`src/rtl/sfx_queue_player_if.sv`:
```
// -----------------------------------------------------------------------------
// sfx_queue_player_if
//
// Command handshake between the judgement logic (master) and the sound-effect
// player (slave).
//
//   i_Cmd        master -> slave  2  0: none, 1: Perfect, 2: Good, 3: Miss
//   i_Cmd_Valid  master -> slave  1  command present this cycle
//   o_Cmd_Ready  slave  -> master 1  player can take the command this cycle
// -----------------------------------------------------------------------------
interface sfx_queue_player_if;
  logic [1:0] i_Cmd;
  logic       i_Cmd_Valid;
  logic       o_Cmd_Ready;

  modport master (
    output i_Cmd,
    output i_Cmd_Valid,
    input  o_Cmd_Ready
  );

  modport slave (
    input  i_Cmd,
    input  i_Cmd_Valid,
    output o_Cmd_Ready
  );
endinterface

```
`src/rtl/sfx_queue_player.sv`:
```
// -----------------------------------------------------------------------------
// sfx_queue_player
//
// Queued multi-note sound-effect generator for the piezo buzzer. Judgement
// commands arrive over a valid/ready handshake and are buffered in a small
// FIFO. Each command is then played as a fixed sequence of square-wave notes,
// followed by a programmable silent gap.
//
//   Perfect (1): two notes (step0, then step1)
//   Good    (2): one note
//   Miss    (3): one note
//
// Ports
//   i_Clk       in   system clock
//   i_Rst_n     in   synchronous active-low reset
//   cmd_if      slave modport: i_Cmd / i_Cmd_Valid / o_Cmd_Ready
//   o_Piezo     out  square-wave buzzer drive (low when not playing)
//   o_Busy      out  player not idle, or commands still queued
//   o_Q_Level   out  FIFO occupancy (registered)
//
// Parameters
//   TONE_W / DUR_W   widths of the half-period and note-duration counters
//   QDEPTH           FIFO depth (power of two, >= 2)
//   GAP_CYC          silent cycles after each effect (0 = no gap)
//   *_HALF / *_DUR   note table in cycles; the defaults are the production
//                    tones at 50 MHz and are only overridden for short runs
//
// Configuration macro
//   SFX_PREEMPT_EN   when defined, a command of higher value than the effect
//                    currently playing (or in its gap) bypasses the FIFO and
//                    restarts playback immediately; the interrupted effect is
//                    dropped and the queue is left untouched.
// -----------------------------------------------------------------------------
module sfx_queue_player #(
  parameter int TONE_W     = 18,
  parameter int DUR_W      = 24,
  parameter int QDEPTH     = 4,
  parameter int GAP_CYC    = 500_000,
  parameter int PERF0_HALF = 23_878,
  parameter int PERF0_DUR  = 3_000_000,
  parameter int PERF1_HALF = 15_944,
  parameter int PERF1_DUR  = 3_000_000,
  parameter int GOOD_HALF  = 47_801,
  parameter int GOOD_DUR   = 4_500_000,
  parameter int MISS_HALF  = 62_500,
  parameter int MISS_DUR   = 8_000_000
) (
  input  logic                      i_Clk,
  input  logic                      i_Rst_n,
  sfx_queue_player_if.slave         cmd_if,
  output logic                      o_Piezo,
  output logic                      o_Busy,
  output logic [$clog2(QDEPTH):0]   o_Q_Level
);

  localparam int AW = $clog2(QDEPTH);
  localparam int LW = AW + 1;
  localparam int GW = (GAP_CYC > 1) ? $clog2(GAP_CYC) : 1;

  localparam longint TONE_LIM = longint'(1) << TONE_W;
  localparam longint DUR_LIM  = longint'(1) << DUR_W;

  // A note counter runs 0..N-1, so every table entry N must satisfy
  // 1 <= N <= 2**W for its counter width.
  localparam bit HALF_OK =
    (PERF0_HALF >= 1) && (longint'(PERF0_HALF) <= TONE_LIM) &&
    (PERF1_HALF >= 1) && (longint'(PERF1_HALF) <= TONE_LIM) &&
    (GOOD_HALF  >= 1) && (longint'(GOOD_HALF)  <= TONE_LIM) &&
    (MISS_HALF  >= 1) && (longint'(MISS_HALF)  <= TONE_LIM);
  localparam bit DUR_OK =
    (PERF0_DUR >= 1) && (longint'(PERF0_DUR) <= DUR_LIM) &&
    (PERF1_DUR >= 1) && (longint'(PERF1_DUR) <= DUR_LIM) &&
    (GOOD_DUR  >= 1) && (longint'(GOOD_DUR)  <= DUR_LIM) &&
    (MISS_DUR  >= 1) && (longint'(MISS_DUR)  <= DUR_LIM);

  if (QDEPTH < 2 || (QDEPTH & (QDEPTH - 1)) != 0) begin : g_bad_qdepth
    $error("sfx_queue_player: QDEPTH must be a power of two >= 2");
  end
  if (!HALF_OK) begin : g_bad_half
    $error("sfx_queue_player: half-period table does not fit TONE_W");
  end
  if (!DUR_OK) begin : g_bad_dur
    $error("sfx_queue_player: duration table does not fit DUR_W");
  end
  if (GAP_CYC < 0) begin : g_bad_gap
    $error("sfx_queue_player: GAP_CYC must be >= 0");
  end

  typedef enum logic [1:0] {
    ST_IDLE = 2'd0,
    ST_PLAY = 2'd1,
    ST_GAP  = 2'd2
  } state_t;

  // Last tone-counter value (HALF-1) for a given command and step.
  function automatic logic [TONE_W-1:0] half_last(input logic [1:0] cmd,
                                                   input logic       step);
    case (cmd)
      2'd1:    half_last = step ? TONE_W'(PERF1_HALF - 1) : TONE_W'(PERF0_HALF - 1);
      2'd2:    half_last = TONE_W'(GOOD_HALF - 1);
      default: half_last = TONE_W'(MISS_HALF - 1);
    endcase
  endfunction

  // Last duration-counter value (DUR-1) for a given command and step.
  function automatic logic [DUR_W-1:0] dur_last(input logic [1:0] cmd,
                                                 input logic       step);
    case (cmd)
      2'd1:    dur_last = step ? DUR_W'(PERF1_DUR - 1) : DUR_W'(PERF0_DUR - 1);
      2'd2:    dur_last = DUR_W'(GOOD_DUR - 1);
      default: dur_last = DUR_W'(MISS_DUR - 1);
    endcase
  endfunction

  state_t              state_q,  state_d;
  logic [1:0]          cmd_q,    cmd_d;
  logic                step_q,   step_d;
  logic [TONE_W-1:0]   tone_q,   tone_d;
  logic [DUR_W-1:0]    dur_q,    dur_d;
  logic [GW-1:0]       gap_q,    gap_d;
  logic                piezo_q,  piezo_d;
  logic [LW-1:0]       count_q,  count_d;
  logic [AW-1:0]       wr_ptr_q, wr_ptr_d;
  logic [AW-1:0]       rd_ptr_q, rd_ptr_d;
  logic                ready_q,  ready_d;
  logic [1:0]          mem_q [QDEPTH];

  logic                preempt;
  logic                push;
  logic                pop;

  // Pre-emption only looks at the command currently owning the buzzer,
  // which is still held in cmd_q during the trailing gap.
`ifdef SFX_PREEMPT_EN
  assign preempt = (state_q != ST_IDLE) && cmd_if.i_Cmd_Valid &&
                   (cmd_if.i_Cmd > cmd_q);
`else
  assign preempt = 1'b0;
`endif

  // Ready is the registered "not full" flag; a pre-empting command is taken
  // regardless of occupancy because it never enters the FIFO.
  assign cmd_if.o_Cmd_Ready = ready_q | preempt;

  // Command 0 completes the handshake but is never stored.
  assign push = cmd_if.i_Cmd_Valid && ready_q && (cmd_if.i_Cmd != 2'd0) && !preempt;

  assign o_Piezo   = piezo_q;
  assign o_Busy    = (state_q != ST_IDLE) || (count_q != '0);
  assign o_Q_Level = count_q;

  always_comb begin
    state_d = state_q;
    cmd_d   = cmd_q;
    step_d  = step_q;
    tone_d  = tone_q;
    dur_d   = dur_q;
    gap_d   = gap_q;
    piezo_d = piezo_q;
    pop     = 1'b0;

    unique case (state_q)
      ST_IDLE: begin
        if (count_q != '0) begin
          pop     = 1'b1;
          state_d = ST_PLAY;
          cmd_d   = mem_q[rd_ptr_q];
          step_d  = 1'b0;
          tone_d  = '0;
          dur_d   = '0;
          piezo_d = 1'b0;
        end
      end

      ST_PLAY: begin
        if (tone_q == half_last(cmd_q, step_q)) begin
          tone_d  = '0;
          piezo_d = ~piezo_q;
        end else begin
          tone_d  = tone_q + TONE_W'(1);
        end

        // Note end overrides the tone toggle: every note starts low.
        if (dur_q == dur_last(cmd_q, step_q)) begin
          tone_d  = '0;
          dur_d   = '0;
          piezo_d = 1'b0;
          if (cmd_q == 2'd1 && !step_q) begin
            step_d = 1'b1;
          end else if (GAP_CYC > 0) begin
            state_d = ST_GAP;
            gap_d   = '0;
          end else begin
            state_d = ST_IDLE;
          end
        end else begin
          dur_d = dur_q + DUR_W'(1);
        end
      end

      ST_GAP: begin
        if (gap_q == GW'(GAP_CYC - 1)) begin
          state_d = ST_IDLE;
        end else begin
          gap_d = gap_q + GW'(1);
        end
      end

      default: begin
        state_d = ST_IDLE;
        piezo_d = 1'b0;
      end
    endcase

    if (preempt) begin
      state_d = ST_PLAY;
      cmd_d   = cmd_if.i_Cmd;
      step_d  = 1'b0;
      tone_d  = '0;
      dur_d   = '0;
      piezo_d = 1'b0;
    end
  end

  always_comb begin
    wr_ptr_d = push ? (wr_ptr_q + AW'(1)) : wr_ptr_q;
    rd_ptr_d = pop  ? (rd_ptr_q + AW'(1)) : rd_ptr_q;
    count_d  = count_q;
    if (push && !pop) begin
      count_d = count_q + LW'(1);
    end else if (!push && pop) begin
      count_d = count_q - LW'(1);
    end
    ready_d = (count_d < LW'(QDEPTH));
  end

  always_ff @(posedge i_Clk) begin
    if (!i_Rst_n) begin
      state_q  <= ST_IDLE;
      cmd_q    <= 2'd0;
      step_q   <= 1'b0;
      tone_q   <= '0;
      dur_q    <= '0;
      gap_q    <= '0;
      piezo_q  <= 1'b0;
      count_q  <= '0;
      wr_ptr_q <= '0;
      rd_ptr_q <= '0;
      ready_q  <= 1'b1;
    end else begin
      state_q  <= state_d;
      cmd_q    <= cmd_d;
      step_q   <= step_d;
      tone_q   <= tone_d;
      dur_q    <= dur_d;
      gap_q    <= gap_d;
      piezo_q  <= piezo_d;
      count_q  <= count_d;
      wr_ptr_q <= wr_ptr_d;
      rd_ptr_q <= rd_ptr_d;
      ready_q  <= ready_d;
    end
  end

  // Storage is plain data: emptiness is tracked by count_q, so no reset.
  always_ff @(posedge i_Clk) begin
    if (push) begin
      mem_q[wr_ptr_q] <= cmd_if.i_Cmd;
    end
  end

endmodule

```
`src/flat_wrapper.sv`:
```
// flat-port wrapper written by rule: the top's interface ports become plain ports
module sfx_queue_player_flat 
#(
  parameter int TONE_W     = 18,
  parameter int DUR_W      = 24,
  parameter int QDEPTH     = 4,
  parameter int GAP_CYC    = 500_000,
  parameter int PERF0_HALF = 23_878,
  parameter int PERF0_DUR  = 3_000_000,
  parameter int PERF1_HALF = 15_944,
  parameter int PERF1_DUR  = 3_000_000,
  parameter int GOOD_HALF  = 47_801,
  parameter int GOOD_DUR   = 4_500_000,
  parameter int MISS_HALF  = 62_500,
  parameter int MISS_DUR   = 8_000_000
)
  (i_Clk, i_Rst_n, o_Piezo, o_Busy, o_Q_Level, cmd_if_i_Cmd, cmd_if_i_Cmd_Valid, cmd_if_o_Cmd_Ready);
  sfx_queue_player_if cmd_if_i ();
  input  logic i_Clk;
  input  logic i_Rst_n;
  output logic o_Piezo;
  output logic o_Busy;
  output logic [$clog2(QDEPTH):0] o_Q_Level;
  input wire logic [$bits(cmd_if_i.i_Cmd)-1:0] cmd_if_i_Cmd;
  input wire logic [$bits(cmd_if_i.i_Cmd_Valid)-1:0] cmd_if_i_Cmd_Valid;
  output wire logic [$bits(cmd_if_i.o_Cmd_Ready)-1:0] cmd_if_o_Cmd_Ready;
  assign cmd_if_i.i_Cmd = cmd_if_i_Cmd;
  assign cmd_if_i.i_Cmd_Valid = cmd_if_i_Cmd_Valid;
  assign cmd_if_o_Cmd_Ready = cmd_if_i.o_Cmd_Ready;
  sfx_queue_player #(.TONE_W(TONE_W), .DUR_W(DUR_W), .QDEPTH(QDEPTH), .GAP_CYC(GAP_CYC), .PERF0_HALF(PERF0_HALF), .PERF0_DUR(PERF0_DUR), .PERF1_HALF(PERF1_HALF), .PERF1_DUR(PERF1_DUR), .GOOD_HALF(GOOD_HALF), .GOOD_DUR(GOOD_DUR), .MISS_HALF(MISS_HALF), .MISS_DUR(MISS_DUR)) u_core (.i_Clk(i_Clk), .i_Rst_n(i_Rst_n), .cmd_if(cmd_if_i), .o_Piezo(o_Piezo), .o_Busy(o_Busy), .o_Q_Level(o_Q_Level));
endmodule
```
`config.mk`:
```
export PLATFORM = sky130hd
export DESIGN_NAME = sfx_queue_player_flat
export DESIGN_NICKNAME = d
export VERILOG_FILES = /design/src/rtl/sfx_queue_player_if.sv /design/src/rtl/sfx_queue_player.sv /design/src/flat_wrapper.sv
export SDC_FILE = /design/constraint.sdc
export NUM_CORES = 1
export LEC_CHECK = 0
export ABC_AREA = 1
export CORE_ASPECT_RATIO = 1.75
export CORE_MARGIN = 2
export CORE_UTILIZATION = 25
export DETAILED_ROUTE_END_ITERATION = 12
export GPL_TIMING_DRIVEN = 0
export PLACE_DENSITY_LB_ADDON = 0.05
export SLEW_MARGIN = 20
export SYNTH_ARGS = -nofsm -noshare
export SYNTH_HDL_FRONTEND = slang
export SYNTH_SLANG_ARGS = --single-unit
```
`constraint.sdc`:
```
create_clock -name i_Clk -period 2.1 [get_ports i_Clk]
set_input_delay 0.42 -clock i_Clk [delete_from_list [all_inputs] [get_ports i_Clk]]
set_output_delay 0.42 -clock i_Clk [all_outputs]
set_load 0.02 [all_outputs]
```
Word level (Yosys, flattened, before mapping)

Memory sizes are Yosys's and may differ from the RTL's. A register that Yosys moved wholly into a read port is not among the register bits.
Cells that the tools add are included.

$add $sub $neg: 7
Magnitude comparators: 1
Eq/ne operators: 14
Multiplexer cells: 34
Bitwise gates (word level): 2
Reduce and logical (&&, ||, !) cells: 22

Operators with widths:

| operator                                      | number |
|---|---|
| 2-to-1 mux 18 bit                             | 4 |
| 2-to-1 mux 24 bit                             | 3 |
| case mux 18 bit (2 select lines)              | 2 |
| 2-to-1 mux 19 bit                             | 3 |
| case mux 24 bit (2 select lines)              | 1 |
| case mux 23 bit (2 select lines)              | 1 |
| case mux 19 bit (2 select lines)              | 1 |
| adder 24 x 1 -> 24 bit, second input constant | 1 |
| == test 24 bit                                | 1 |
| adder 19 x 1 -> 19 bit, second input constant | 1 |
| == test 19 bit, second input constant         | 1 |
| adder 18 x 1 -> 18 bit, second input constant | 1 |
| == test 18 bit                                | 1 |
| 2-to-1 mux 15 bit                             | 1 |
| AND reduction 4 bit                           | 3 |
| 2-to-1 mux 1 bit                              | 9 |
| 2-to-1 mux 2 bit                              | 4 |
| != test 2 x 1 -> 1 bit, second input constant | 4 |
| nonzero test 2 bit                            | 4 |
| 2-to-1 mux 3 bit                              | 2 |
| case mux 2 bit (3 select lines)               | 1 |
| logical AND 1 bit                             | 5 |
| adder 2 x 1 -> 2 bit, second input constant   | 2 |
| == test 2 x 1 -> 1 bit, second input constant | 2 |
| 15 further kinds                              | 22 |

Flip-flop bits (word level): 73
RAM bits: 8
Input bits: 5
Output and inout port bits: 6
Logic and storage cells: 91
Memories: 1

Memories:

| memory       | words | bits a word | rd ports | clocked after memory_dff | write ports | RTL line                | text |
|---|---|---|---|---|---|---|---|
| u_core.mem_q | 4     | 2           | 1        | 1                        | 1           | sfx_queue_player.sv:126 | `logic [1:0] mem_q [QDEPTH];` |

Logic depth before layout (Yosys ltp)

Gate-level depths: netlist of run 1.

Word-level depth: 7
Depth in mapped cells: 14
Depth with buffers taken out: 13

Worst setup path after synthesis of run 1

OpenSTA, ideal clock, no wires.

Path type: flip-flop to flip-flop
From: reg u_core.count_q[0], in the netlist u_core.o_Q_Level[0]
To: reg u_core.ready_q, in the netlist u_core.cmd_if.o_Cmd_Ready
Setup time: 0.119 ns
Arrival time: 1.824 ns
Data required time: 1.981 ns
Setup slack: 0.157 ns
Cell stages (with the launch flop): 12
Path buffers: 0
Period minus slack after synthesis: 1.943 ns
Cell sequence: dfxtp_1 inv_1 ha_1 a21oi_4 inv_1 ha_1 inv_1 nand2_1 o21ai_0 nor2_1 nor3_1 inv_1

Cells in the longest elaborated chain, start to end: 7
Elaborated cells on any way between the ends: 11
Classes of those cells: add/sub (2); order compare (1); mux (4); reduce/logical (4)

Ends and longest elaborated chain:

| what                                                   | RTL line                                         | text |
|---|---|---|
| from (decl)                                            | sfx_queue_player.sv:122                          | `logic [LW-1:0] count_q, count_d;` |
| from (signal assigned)                                 | sfx_queue_player.sv:258                          | `count_q <= count_d;` |
| nonzero test 3 bit (*)                                 | sfx_queue_player.sv:164                          | `if (count_q != '0) begin` |
| 2-to-1 mux 1 bit (*)                                   | sfx_queue_player.sv:164                          |  |
| 2-to-1 mux 1 bit (*)                                   | sfx_queue_player.sv:162                          | `unique case (state_q)` |
| via u_core.pop                                         | sfx_queue_player.sv:130                          | `logic pop;` |
| logical AND 1 bit or logical NOT 1 bit (tied branches) | sfx_queue_player.sv:231, sfx_queue_player.sv:229 |  |
| 2-to-1 mux 3 bit or logical AND 1 bit (tied branches)  | sfx_queue_player.sv:231, sfx_queue_player.sv:229 |  |
| 2-to-1 mux 3 bit (*)                                   | sfx_queue_player.sv:229                          | `if (push && !pop) begin` |
| < comparator 3 bit (*)                                 | sfx_queue_player.sv:234                          | `ready_d = (count_d < LW'(QDEPTH));` |
| to (signal assigned)                                   | sfx_queue_player.sv:261                          | `ready_q <= ready_d;` |
| to (decl)                                              | sfx_queue_player.sv:125                          | `logic ready_q, ready_d;` |

The timed path passes the listed nets; every way through them passes the cells marked *.
A chain may end at the register's enable or synchronous reset.

Final worst setup path of run 1

From: reg u_core.cmd_q[0] (read register of u_core.mem_q)
To: reg u_core.tone_q[15]

Cells in the longest elaborated chain, start to end: 7
Elaborated cells on any way between the ends: 11
Classes of those cells: eq/ne (4); mux (7)

Ends and longest elaborated chain:

| what                                                    | RTL line                                        | text |
|---|---|---|
| from (decl)                                             | sfx_queue_player.sv:116                         | `logic [1:0] cmd_q, cmd_d;` |
| == test 2 bit or == test 2 x 1 -> 1 bit (tied branches) | sfx_queue_player.sv:98, sfx_queue_player.sv:108 |  |
| case mux 18 bit (2 select lines)                        | sfx_queue_player.sv:98                          | `case (cmd)` |
| 2-to-1 mux 18 bit                                       | sfx_queue_player.sv:162                         |  |
| == test 18 bit                                          | sfx_queue_player.sv:176                         | `if (tone_q == half_last(cmd_q, step_q)) begin` |
| 2-to-1 mux 18 bit                                       | sfx_queue_player.sv:176                         |  |
| 2-to-1 mux 18 bit (*)                                   | sfx_queue_player.sv:184                         | `if (dur_q == dur_last(cmd_q, step_q)) begin` |
| case mux 18 bit (2 select lines) (*)                    | sfx_queue_player.sv:162                         |  |
| to (signal assigned)                                    | sfx_queue_player.sv:254                         | `tone_q <= tone_d;` |
| to (decl)                                               | sfx_queue_player.sv:118                         | `logic [TONE_W-1:0] tone_q, tone_d;` |

Mark *: on every way between the ends. The rest lies on a longest branch, timed or not. The select of a mux whose other input is x is not followed.

==> results of run 1 <==
[Yosys cell counts (2+ instances only)]
library cell,count
nand2_1,201
nor2_1,121
inv_1,79
dfxtp_1,75
nand3_1,65
a21oi_1,53
o21ai_0,41
xor2_1,26
nor3_1,18
nand4_1,17
buf_2,15
ha_1,15
or2_2,11
xnor2_1,11
inv_2,9
clkbuf_1,8
edfxtp_1,8
nor2_2,6
buf_6,4
nand3b_1,4
nand3_2,3
o21ai_1,3
buf_4,2
nand2_2,2
nand2_4,2
nor3_2,2
o21bai_1,2
o22ai_1,2
[state kept, by name, summed over array words and instances (netlist names)]
| name | flops |
|---|---|
| u_core.o_Piezo | 1 |
| u_core.step_q | 1 |
| u_core.tone_q | 18 |
| u_core.cmd_q | 2 |
| u_core.dur_q | 24 |
| u_core.gap_q | 19 |
| u_core.state_q | 2 |
| u_core.wr_ptr_q | 2 |
| u_core.o_Q_Level | 3 |
| u_core.rd_ptr_q | 2 |
| u_core.mem_q | 8 |
| u_core.cmd_if.o_Cmd_Ready | 1 |
[routing by layer]
layer	global-route usage [%]	up-vias
met5	0	-
met4	6.865	0
met2	30.86	74
met1	16.21	2387
met3	2.522	27
li1	-	2698
[logic make-up (layout without fill, tap and decap cells)]
logic type	after synthesis	after routing	share of synthesized area, %
compound gates	103	103	10.14
xor+xnor	37	37	6.120
simple gates	458	458	37.88
fa+ha+maj	15	15	3.544
flops	83	83	32.89
buf+inv	118	167	9.428
[final timing paths]
check                            from             endpoint  slack, ps  cells after the start
setup / recovery      u_core.cmd_q[0]    u_core.tone_q[15]        110                     14
setup reg to reg      u_core.cmd_q[0]    u_core.tone_q[15]        110                     14
hold reg to reg   u_core.o_Q_Level[1]  u_core.o_Q_Level[1]        490                      2
hold / removal    u_core.o_Q_Level[1]  u_core.o_Q_Level[1]        490                      2
[timing repair]
| action | 4_1_cts | 5_1_grt |
|---|---|---|
| gates resized for setup | 18 | 55 |
| pin swaps | 3 | 21 |
| setup endpoints to repair | 61 | 57 |
| buffers inserted | 5 | 20 |
| gates cloned | 1 | 0 |
[metrics by stage]
step                setup slack, ps  cell area [um^2]
global placement             -431.6              5710
detailed placement           -443.7              5710
global route                 -13.67              6395
finish                        113.1              6395
floorplan                     157.3              5295
CTS                          -35.86              6150
[power breakdown]
| group | switching, W | internal, W | total, W |
|---|---|---|---|
| Sequential | 0.000135 | 0.00176 | 0.00190 |
| Clock | 0.000717 | 0.00105 | 0.00176 |
| Combinational | 0.00243 | 0.00163 | 0.00406 |
| Total | 0.00328 | 0.00444 | 0.00772 |
[layout make-up]
| class | instances | area, um^2 | share of cell area, % |
|---|---|---|---|
| clock buffers | 10 | 229.0 | 3.581 |
| inverters | 89 | 349.1 | 5.459 |
| well taps | 252 | 315.3 | 4.931 |
| flip-flops and latches | 83 | 1748 | 27.33 |
| plain buffers | 27 | 193.9 | 3.033 |
| multi-input cells | 613 | 3157 | 49.36 |
| clock inverters | 6 | 88.84 | 1.389 |
| repair buffers | 35 | 314.1 | 4.911 |
[critical path: stages, from the launching register on]
cell     delay (ps)
dfxtp_2         320
buf_4           130
ha_1            200
buf_6           140
nor2_1           80
nand3_1          70
nand2_1          70
nand2_1         110
nor2_1          150
nand3_2         110
nand3_4         120
nand2_4          60
nand2_4         110
buf_6           150
nor2_1           40
==> flow_summary_export.csv, run 1 <==
group,metric,value,unit
floorplan,coreArea,20850,um^2
detailed_routing,top_layer,"met4",
sta,setup_violations,0,
final_layout,stdcell_count,1115,
clock_tree,clockBufferDepth,2,
clock_tree,clk_pin_slew,70,ps
status,status,"complete, no violations",
sta,relSlewSlack,50.26,%
clock_tree,cts_tree,"done",
hold_path,holdCritPathClass,"reg -> reg",
place,port_buffers,10,
place,place_congestion,0.8446,
global_route,grt_pass1_wl,27190,um
synth,yosysSeqAreaShare,32.89,%
setup_path,arrival,2230,ps
floorplan,die_area,22410,um^2
final_layout,area_growth,20.77,%
clock_tree,root_buffer,"clkbuf_16",
detailed_routing,drt-pass1-iter-count,5,
sta,layout_min_cycle_time,1987,ps
global_route,grtUsageTotal,15.84,%
sta,finalSetupTns,0,ps
clock_tree,htreeDepth,3,
global_route,grt-ovfl-total,0,
sta,worst_pin_slew,746.1,ps
final_layout,nets,878,
setup_path,worstSetupStartpointType,"register",
floorplan,initial_core_util,25.40,%
detailed_routing,drt-met1-wl,6682,um
clock_tree,clk_latency,360,ps
global_route,grt_pass1_vias,5205,
clock_tree,numClockSinks,83,
synth,ys_warn_count,0,
detailed_routing,vias,5186,
floorplan,pin_count,11,
synth,synth.avg_cell_area,6.505,um^2
sta,finClkSkew,11.60,ps
place,hpwlAfterDp,13050,um
floorplan,dieWidth,114.0,um
final_layout,fillers,2341,
sta,period_share,94.61,%
synth,synth-edff-count,8,
power,p_per_area,1207,nW/um^2
final_layout,diodes,0,
floorplan,placementRows,70,
job,cap_violations,0,
setup_path,path_class,"reg -> reg",
clock_tree,cts_hold_buf,0,
sta,rsz0062_at_grt,"true",
power,leakagePower,2.308,nW
clock_tree,cts_buffers,9,
power,power.total,0.007716,W
synth,ys_types,37,
detailed_routing,wl_met3,369,um
detailed_routing,dr_wl_met2,9673,um
synth,synth-seq-cells,83,
detailed_routing,first_iter_violations,193,
sta,finalHoldViolCount,0,
floorplan,die_h,196.5,um
detailed_routing,ant_nets,0,
synth,ys.flop_type,"dfxtp_1",
sta,slew_viol_final,0,
final_layout,layout_commonest_cell,"nand2_1",
detailed_routing,via_per_inst,4.651,
sta,whs,486.0,ps
setup_path,crit_fanout,8,
synth,synth_top_area_cell,"dfxtp_1",
synth,synthTopCellsByArea,"dfxtp_1 (28%), nand2_1 (14%), nor2_1 (8.6%), nand3_1 (6.1%), inv_1 (5.6%)",
detailed_routing,post-route-drc-count,0,
detailed_routing,wl,17210,um
setup_path,cp-end-kind,"register",
global_route,grt_max_degree,15,
global_route,antenna_found_initial,0,
synth,synth_cells,814,
final_layout,drive_gt1_share,14.48,%
detailed_routing,wire_per_inst,15.44,um
sta,max_freq,503.3,MHz
final_layout,utilization,30.68,%
synth,synth_top_area_share,28.36,%
setup_path,required,2350,ps
synth,syn-num-nets,834,
final_layout,final_cell_mix,"nand2_1 (197), nor2_1 (114), inv_1 (77)",
power,irDropWorstVdd,471.9,uV
synth,ys_async_sr_fraction,0,%
place,dp.cells,1076,
synth,synthesis.area,5295,um^2
Power figures use the tool's default switching activity.
==> inputs of run 2 (changes only) <==
Settings changed: CORE_MARGIN 2 to 5, SLEW_MARGIN 20 to 30.
==> flow_summary_export.csv, run 2 (same netlist as run 1, synthesis figures left out) <==
group,metric,value,unit
status,status,"complete, no violations",
detailed_routing,wire_per_inst,15.57,um
setup_path,arrival,2270,ps
clock_tree,cts_buffers,9,
floorplan,die_area,24310,um^2
power,p_per_area,1191,nW/um^2
sta,rsz0062_at_grt,"true",
floorplan,die_h,202.5,um
setup_path,r2r-start,"u_core.cmd_q[0]",
power,irDropWorstVdd,501.0,uV
floorplan,pin_count,11,
final_layout,drive_gt1_share,14.17,%
floorplan,dieWidth,120.0,um
sta,slew_viol_final,0,
sta,layout_min_cycle_time,2024,ps
final_layout,layout_commonest_cell,"nand2_1",
place,place_congestion,0.8122,
final_layout,nets,869,
global_route,grt_pass1_vias,5203,
sta,whs,481.6,ps
sta,finalHoldViolCount,0,
setup_path,r2r-end,"u_core.tone_q[17]",
clock_tree,numClockSinks,83,
detailed_routing,wl,17220,um
final_layout,diodes,0,
global_route,grt_max_degree,16,
place,dp.cells,1076,
setup_path,path_class,"reg -> reg",
detailed_routing,drt-pass1-iter-count,6,
global_route,grtUsageTotal,14.62,%
global_route,grt_pass1_wl,27570,um
clock_tree,htreeDepth,3,
sta,period_share,96.37,%
setup_path,worstRegToRegCells,14,
place,hpwlAfterDp,13200,um
hold_path,min_to,"u_core.gap_q[18]",
detailed_routing,first_iter_violations,242,
clock_tree,clockBufferDepth,2,
detailed_routing,vias,5091,
clock_tree,clk_latency,360,ps
final_layout,area_growth,19.90,%
setup_path,worstSetupStartpointType,"register",
place,dpl_cell_area,5710,um^2
hold_path,holdCritPathClass,"reg -> reg",
floorplan,initial_core_util,25.30,%
sta,relSlewSlack,55.54,%
final_layout,reg_top3,"u_core.dur_q: 24 flops, u_core.gap_q: 19 flops, u_core.tone_q: 18 flops",
hold_path,hp-start,"u_core.gap_q[18]",
detailed_routing,post-route-drc-count,0,
floorplan,placementRows,70,
floorplan,coreArea,20930,um^2
setup_path,required,2350,ps
clock_tree,cts_tree,"done",
sta,max_freq,494.1,MHz
job,cap_violations,0,
final_layout,stdcell_count,1106,
sta,setup_violations,0,
global_route,grt-ovfl-total,0,
setup_path,cp-end-kind,"register",
power,leakagePower,2.257,nW
detailed_routing,via_per_inst,4.603,
detailed_routing,ant_nets,0,
final_layout,largest_register_ffs,24,
clock_tree,root_buffer,"clkbuf_16",
clock_tree,cts_hold_buf,0,
final_layout,postLayoutCellArea,6349,um^2
setup_path,ff2ff_setup_slack,80,ps
setup_path,crit_fanout,7,
hold_path,holdPathStages,2,
global_route,antenna_found_initial,0,
place,port_buffers,10,
sta,worst_pin_slew,666.9,ps
final_layout,top_register,"u_core.dur_q",
sta,finClkSkew,9.441,ps
final_layout,final_cell_mix,"nand2_1 (195), nor2_1 (112), inv_1 (76)",
clock_tree,clk_pin_slew,70,ps
==> run 2: how the worst max path moves through the flow <==
stage | cells past startpoint | from | slack (ps) | endpoint
6_report | 14 | u_core.cmd_q[0] | 80 | u_core.tone_q[17]
5_1_grt | 13 | u_core.cmd_q[0] | -20 | u_core.tone_q[17]
4_1_cts | 11 | cmd_if_i_Cmd[1] | 0.4 | u_core.cmd_if.o_Cmd_Ready
3_5_place_dp | 11 | cmd_if_i_Cmd[1] | -440 | u_core.cmd_if.o_Cmd_Ready
3_3_place_gp | 11 | cmd_if_i_Cmd[1] | -430 | u_core.cmd_if.o_Cmd_Ready
2_1_floorplan | 11 | u_core.o_Q_Level[0] | 160 | u_core.cmd_if.o_Cmd_Ready
==> run 2: layout make-up <==
class / instances / area [um^2]
Tap cell: 252 / 315.3
Inverter: 89 / 346.6
Timing Repair Buffer: 24 / 217.7
Sequential cell: 83 / 1745
Fill cell: 2348 / 14580
Clock inverter: 7 / 75.07
Clock buffer: 9 / 225.2
Multi-Input combinational cell: 613 / 3184
Buffer: 29 / 239.0
==> run 2: layer usage <==
| metal | up-vias | part of all wire, % | track usage [%] |
|---|---|---|---|
| met4 | 0 | 3.4 | 6.637 |
| met2 | 41 | 57 | 28.55 |
| met5 | - | 0 | 0 |
| met1 | 2353 | 39 | 14.86 |
| li1 | 2668 | - | - |
| met3 | 29 | 1.4 | 2.313 |
==> run 2: worst max-delay path, stage by stage, from the launching register on <==
cell	delay, ps
dfxtp_2	340
inv_2	50
ha_4	280
buf_12	150
nand2_1	60
o21ai_1	70
nor2_2	150
nand2_1	60
nor2_1	130
nand3_2	130
nand3_4	100
nand2_4	80
nand2_8	90
clkbuf_16	180
nor2_2	40
==> run 2: per-stage QoR <==
| step | utilization (%) | TNS (ps) | total power [W] | worst slack (ps) |
|---|---|---|---|---|
| after global routing | 30.33 | -84.11 | 0.008152 | -17.21 |
| final | 30.33 | 0 | 0.007561 | 76.14 |
| after detailed placement | 27.28 | -14370 | 0.005175 | -443.1 |
| after global placement | 27.28 | -12960 | 0.005161 | -428.7 |
| after floorplan | - | 0 | 0.004088 | 157.3 |
| after CTS | 29.26 | 0 | 0.007183 | 0.3964 |
==> run 2: what timing repair did <==
item | CTS | global route
cloned | 0 | 1
hold endpoints to repair | 0 | 0
pin swaps | 7 | 15
endpoints found under the setup margin | 62 | 60
gates resized for setup | 22 | 58
buffers inserted | 5 | 8
==> run 2: power by group <==
part | switching (W) | total [W] | internal [W]
combinational | 0.00243 | 0.00400 | 0.00157
clock | 0.000739 | 0.00167 | 0.000929
sequential | 0.000139 | 0.00189 | 0.00176
==> inputs of run 3 (changes only) <==
Settings changed: CTS_CLUSTER_DIAMETER set to 50.
==> results of run 3 <==
The final DEF is identical to that of run 2; final timing and power are the same.
